[src/rtl/synaptic_accumulator_seq.sv]
// Time-multiplexed synaptic integrator: one sequential adder accumulates N_SYN
// spike-gated weights per neuron and emits one signed sum per neuron over valid/ready.
//
// state | meaning
// IDLE  | waiting for start; no handshakes offered
// ACC   | accepting weight beats, accumulating the current neuron
// EMIT  | holding the registered sum until downstream accepts it
module synaptic_accumulator_seq #(
  parameter int N_NEURON  = 8,
  parameter int N_SYN     = 16,
  parameter int WIDTH     = 16,
  parameter int OUT_WIDTH = 24,
  parameter int SATURATE  = 1,
  localparam int IDX_W    = (N_NEURON > 1) ? $clog2(N_NEURON) : 1
) (
  input  logic                 clk,
  input  logic                 reset,
  input  logic                 start,
  output logic                 busy,
  output logic                 done,
  input  logic                 in_valid,
  output logic                 in_ready,
  input  logic [WIDTH-1:0]     in_weight,
  input  logic                 in_spike,
  output logic                 out_valid,
  input  logic                 out_ready,
  output logic [OUT_WIDTH-1:0] out_sum,
  output logic [IDX_W-1:0]     out_idx,
  output logic                 out_sat
);

  localparam int SYN_W = $clog2(N_SYN);
  localparam logic [SYN_W-1:0]     SYN_LAST = SYN_W'(N_SYN - 1);
  localparam logic [IDX_W-1:0]     NRN_LAST = IDX_W'(N_NEURON - 1);
  localparam logic [OUT_WIDTH-1:0] SUM_MAX  = {1'b0, {(OUT_WIDTH-1){1'b1}}};
  localparam logic [OUT_WIDTH-1:0] SUM_MIN  = {1'b1, {(OUT_WIDTH-1){1'b0}}};

  typedef enum logic [1:0] {
    IDLE = 2'd0,
    ACC  = 2'd1,
    EMIT = 2'd2
  } state_t;

  state_t               state;
  logic [OUT_WIDTH-1:0] acc;
  logic                 sat_flag;
  logic [SYN_W-1:0]     syn_cnt;
  logic [IDX_W-1:0]     nrn_cnt;

  logic [OUT_WIDTH:0]   w_ext;
  logic [OUT_WIDTH:0]   a_ext;
  logic [OUT_WIDTH:0]   sum_ext;
  logic                 ovf;
  logic [OUT_WIDTH-1:0] acc_nxt;
  logic                 sat_nxt;

  // One extra bit of headroom: the two top bits disagree exactly on overflow.
  always_comb begin
    w_ext   = {{(OUT_WIDTH+1-WIDTH){in_weight[WIDTH-1]}}, in_weight};
    a_ext   = {acc[OUT_WIDTH-1], acc};
    sum_ext = a_ext + w_ext;
    ovf     = sum_ext[OUT_WIDTH] ^ sum_ext[OUT_WIDTH-1];
    acc_nxt = acc;
    sat_nxt = sat_flag;
    if (in_spike) begin
      acc_nxt = sum_ext[OUT_WIDTH-1:0];
      if (ovf) begin
        sat_nxt = 1'b1;
        if (SATURATE != 0) begin
          acc_nxt = sum_ext[OUT_WIDTH] ? SUM_MIN : SUM_MAX;
        end
      end
    end
  end

  always_ff @(posedge clk or negedge reset) begin
    if (!reset) begin
      state     <= IDLE;
      acc       <= '0;
      sat_flag  <= 1'b0;
      syn_cnt   <= '0;
      nrn_cnt   <= '0;
      busy      <= 1'b0;
      done      <= 1'b0;
      in_ready  <= 1'b0;
      out_valid <= 1'b0;
      out_sum   <= '0;
      out_idx   <= '0;
      out_sat   <= 1'b0;
    end else begin
      done <= 1'b0;
      case (state)
        IDLE: begin
          if (start) begin
            state    <= ACC;
            busy     <= 1'b1;
            in_ready <= 1'b1;
            acc      <= '0;
            sat_flag <= 1'b0;
            syn_cnt  <= '0;
            nrn_cnt  <= '0;
          end
        end
        ACC: begin
          // in_ready is always high here, so in_valid alone marks a beat.
          if (in_valid) begin
            acc      <= acc_nxt;
            sat_flag <= sat_nxt;
            if (syn_cnt == SYN_LAST) begin
              syn_cnt   <= '0;
              out_sum   <= acc_nxt;
              out_sat   <= sat_nxt;
              out_idx   <= nrn_cnt;
              state     <= EMIT;
              in_ready  <= 1'b0;
              out_valid <= 1'b1;
            end else begin
              syn_cnt <= syn_cnt + SYN_W'(1);
            end
          end
        end
        EMIT: begin
          if (out_ready) begin
            out_valid <= 1'b0;
            if (nrn_cnt == NRN_LAST) begin
              state <= IDLE;
              busy  <= 1'b0;
              done  <= 1'b1;
            end else begin
              nrn_cnt  <= nrn_cnt + IDX_W'(1);
              acc      <= '0;
              sat_flag <= 1'b0;
              state    <= ACC;
              in_ready <= 1'b1;
            end
          end
        end
        default: begin
          state     <= IDLE;
          busy      <= 1'b0;
          in_ready  <= 1'b0;
          out_valid <= 1'b0;
        end
      endcase
    end
  end

endmodule

[config.mk]
export PLATFORM = sky130hd
export DESIGN_NAME = synaptic_accumulator_seq
export DESIGN_NICKNAME = d
export VERILOG_FILES = /design/src/rtl/synaptic_accumulator_seq.sv
export SDC_FILE = /design/constraint.sdc
export NUM_CORES = 1
export LEC_CHECK = 0
export CORE_MARGIN = 2
export CORE_UTILIZATION = 32
export CTS_CLUSTER_SIZE = 30
export DETAILED_ROUTE_END_ITERATION = 16
export SLEW_MARGIN = 20
export SYNTH_ARGS = -nofsm -noshare
export SYNTH_HDL_FRONTEND = slang
export SYNTH_SLANG_ARGS = --single-unit
[constraint.sdc]
create_clock -name clk -period 3.7 [get_ports clk]
set_clock_uncertainty 0.1 [all_clocks]
set_input_delay 0.925 -clock clk [delete_from_list [all_inputs] [get_ports clk]]
set_output_delay 0.925 -clock clk [all_outputs]
set_load 0.03 [all_outputs]
Yosys cells after proc, flatten, opt, wreduce, memory -nomap -nowiden

Cells that the tools add are included.

Bits in registers: 66
Input bits: 22
Output and inout bits: 32
Word-level logic and storage cells: 85

Add/sub/neg operators: 3
Equality and inequality tests: 10
Mux-type cells: 45
Bitwise gates (word level): 3
Reduce and logical (&&, ||, !) cells: 12

Operator list:

| operator            | count |
|---|---|
| $mux 24             | 7 |
| $pmux 24 s3         | 1 |
| $add 24x16->25      | 1 |
| $mux 1              | 20 |
| $reduce_and 4->1    | 4 |
| $mux 4              | 3 |
| $ne 2x2->1 const B  | 6 |
| $pmux 1 s3          | 4 |
| $reduce_and 5->1    | 2 |
| $mux 3              | 3 |
| $mux 2              | 4 |
| $pmux 4 s2          | 1 |
| $pmux 2 s3          | 1 |
| $pmux 3 s2          | 1 |
| $reduce_and 3->1    | 2 |
| $add 4x1->4 const B | 1 |
| $eq 4x4->1 const B  | 1 |
| $reduce_bool 2->1   | 2 |
| $add 3x1->3 const B | 1 |
| $eq 3x3->1 const B  | 1 |
| $reduce_bool 3->1   | 1 |
| $eq 2x1->1 const B  | 1 |
| $eq 2x2->1 const B  | 1 |
| $logic_not 2->1     | 1 |
| other kinds (2)     | 3 |

Logic depth before layout (Yosys ltp)

Depth in word-level cells: 6
Depth in mapped cells: 11
Mapped depth without buffers: 10

Worst setup path after synthesis

Ideal clock, no wire load.

Path kind: input port to flip-flop
Start point: input port in_weight[0]
End point: register out_sum[20]
Library setup time: 0.133 ns
Arrival: 3.380 ns
Data required time: 3.467 ns
Path slack: 0.087 ns
Cell stages on the path: 10
Path through: ha_1 -> fa_1 -> a211o_1 -> a211o_1 -> a41oi_2 -> o221a_4 -> o211a_4 -> a31oi_4 -> a2111oi_2 -> nor3_1

Word-level cells in the longest chain between the ends: 4

RTL lines:

| item                                          | RTL line | source |
|---|---|---|
| start, declared                               | 23       | `input logic [WIDTH-1:0] in_weight,` |
| $add 24x16->25 *                              | 61       | `sum_ext = a_ext + w_ext;` |
| $mux 24 / $xor 1x1->1 (equally long branches) | 70, 62   |  |
| $mux 24 *                                     | 67       | `if (ovf) begin` |
| $mux 24 *                                     | 65       | `if (in_spike) begin` |
| end signal, assigned                          | 111      | `out_sum <= acc_nxt;` |
| end, declared                                 | 27       | `output logic [OUT_WIDTH-1:0] out_sum,` |

Mark *: on every way between the ends. The rest lies on a longest branch, timed or not.
A chain may end at the register's enable or synchronous reset.

Final worst setup path

Ends and elaborated chain as after synthesis.

==> flow_summary.json <==
{
  "numCtsBuffers": 9,
  "final_cell_mix": "buf_4 (81), nand2_1 (69), a21oi_1 (66), dfrtp_1 (66), o21ai_0 (62)",
  "synthTopCellsByArea": "dfrtp_1 (39%), a21oi_1 (8.0%), ha_1 (7.9%), o21ai_0 (7.4%), nand2_1 (6.1%)",
  "clock-sinks": 66,
  "tns_ns": 0,
  "drv_slew": 0,
  "placeableCoreArea_mm2": 0.0131,
  "drive_above_1_share_pct": 19.9,
  "synth_flop_cell": "dfrtp_1",
  "yosys.area_share.xor_xnor_pct": 3.49,
  "cts_tree": "built",
  "cp_max_fo": 4,
  "synth_top_family_by_area": "compound AO/OA/AOI/OAI gates",
  "async_flop_share_pct": 100,
  "syn_nets": 558,
  "routed_wl_um": 12800,
  "first_global_vias": 4233,
  "syn_avg_cell_area_um2": 8.39,
  "setup_ws_ns": 0.111,
  "fillers": 1259,
  "ys_seq_area_share_pct": 38.7,
  "port_buffers": 53,
  "clkTransAtPathRegs_ns": 0.06,
  "seq_area_mm2": 0.00165,
  "areaGrowthSynthToFinish_pct": 40.2,
  "ys_ff_latch": 66,
  "hold_ws_ns": 0.380,
  "cts-root-buf": "clkbuf_16",
  "holdBufCountCts": 0,
  "p_per_area_mw_per_mm2": 895,
  "drtPass1Iterations": 5,
  "syn_inst": 508,
  "hpwl_um": 9190,
  "clock_latency_ns": 0.34,
  "yosys.area.top_type": "dfrtp_1",
  "pre_cts_ws_ns": -0.525,
  "final_util_pct": 45.5,
  "grt_antenna_before_repair": 0,
  "max_freq_mhz": 279,
  "dpl_cell_area_mm2": 0.00562,
  "synth-simple-area-share_pct": 18.8,
  "worst_ep_arrival_time_ns": 3.70,
  "synth_edf_count": 0,
  "required_ns": 3.81,
  "post-synth-top-area-fraction_pct": 38.7,
  "worstSetupStartpointType": "input port",
  "drt_iter0_markers": 332,
  "num_vias": 4246,
  "worst-setup-path-type": "input port to register",
  "avgViaCountPerCell": 5.21,
  "final_cells": 815,
  "synth_compound_area_share_pct": 26.5,
  "outcome": "finished, final reports clean",
  "synth.area.mux_share_pct": 0.763,
  "grt_start_max_net_pins": 67,
  "yosysUniqueCellTypes": 53,
  "yosys.area_share.adder_pct": 8.39,
  "ir_drop_uv": 388,
  "grt_overflow": 0,
  "diodes": 0,
  "fp.dieW_um": 119,
  "synth.cell_area_mm2": 0.00426,
  "place_congestion": 0.924,
  "setup_viol": 0,
  "ys.warnings.count": 0,
  "multi_input_area_mm2": 0.00254,
  "wire_per_inst_um": 15.8,
  "tightest_slew_ns": 0.846,
  "p_leak_nw": 2.77,
  "min_period_over_period_pct": 97.0,
  "rows": 42,
  "nNetsFinal": 684,
  "maxSlewHeadroom_pct": 43.6,
  "hold_viol": 0,
  "clockBufferDepth": 2,
  "setup.worst_path.end_class": "register",
  "track_usage_pct": 18.7,
  "ant_nets": 0,
  "hold_class": "register to register",
  "fin_crit_ns": 3.59,
  "final_common_cell": "buf_4",
  "htree_levels": 3,
  "dp.cells": 798,
  "start_util_pct": 32.4,
  "die_y_um": 119,
  "ioPinCount": 54,
  "grt_pass1_wl_um": 21100,
  "drc": 0,
  "final_cell_area_mm2": 0.00598,
  "max_cap_violations": 0,
  "die_area_mm2": 0.0143,
  "p_total_mw": 5.35
}
-- power by group --
part,internal (mW),switching [mW],total (mW)
combinational,1.52,1.73,3.25
clock,0.523,0.344,0.867
sequential,1.01,0.221,1.23
-- synth_stat cells, types with 2 or more instances --
cell type and instances:
a21o_1 8, a211o_1 3, nor3_1 6, nor2b_1 2, nand2_1 69, o21ai_1 5, a31oi_1 4, xnor2_1 11
inv_1 10, o21ai_0 63, or2_2 4, o22ai_1 2, clkbuf_1 17, xor2_1 6, nand3_1 4, buf_2 4
ha_1 27, o21bai_1 4, a211oi_1 2, o311a_1 2, o211ai_1 5, dfrtp_1 66, a21oi_1 68, and3_1 17
nand4_1 7, nor3b_1 2, buf_4 2, o31ai_1 3, a22o_1 2, nand2b_1 6, nor2_1 55
-- layer usage --
metal  global-route usage (%)  vias up  wire [um]
met5                        0        -          0
met4                     5.29        0        147
met3                     3.78       17        497
met2                     30.5      110       6030
met1                     25.2     2037       6160
li1                         -     2082          -
-- flip-flops by register name, summed over array words and instances, names as in the netlist --
signal     cells
acc           24
out_sum       24
syn_cnt        4
nrn_cnt        3
out_idx        3
state          2
busy           1
done           1
in_ready       1
out_sat        1
out_valid      1
sat_flag       1
-- area by class of cell --
cell class              count  area share (%)
inverters                  10           0.628
flip-flops and latches     66            27.6
multi-input cells         408            42.4
clock inverters             6            1.13
repair buffers            139            20.7
well taps                 176            3.68
clock buffers              10            3.83
-- worst max-delay path: stages --
cell           delay [ns]
dlygate4sd2_1        0.25
ha_2                 0.18
fa_2                 0.34
a211o_1              0.32
a211o_1              0.29
a41oi_2              0.24
o221a_4              0.25
o211a_4              0.21
buf_12               0.11
a31oi_4              0.13
a2111oi_4            0.37
nor3_1               0.09
-- final timing paths --
path | start | slack (ns) | end | depth (start not counted)
setup reg to reg | acc[0] | 0.52 | out_sum[20] | 11
hold / removal | out_sat | 0.38 | out_sat | 2
max in group asynchronous | reset | 2.27 | syn_cnt[3] | 2
min in group asynchronous | reset | 0.69 | acc[2] | 2
hold reg to reg | out_sat | 0.38 | out_sat | 2
setup / recovery | in_weight[0] | 0.11 | out_sum[20] | 12
-- cells by family (layout without fill, tap and decap cells) --
logic type / after synthesis / count (layout)
adder cells (fa/ha/maj): 28 / 28
AO/OA/AOI/OAI: 183 / 183
flip-flops: 66 / 66
AND/OR/NAND/NOR: 178 / 178
multiplexers: 2 / 2
XOR/XNOR: 17 / 17
buffers and inverters: 34 / 165
-- repair_timing --
item	4_1_cts	5_1_grt
pin swaps	8	3
buffers inserted	0	1
gates resized for setup	5	10
endpoints found under the setup margin	47	47
Power figures use the tool's default switching activity.
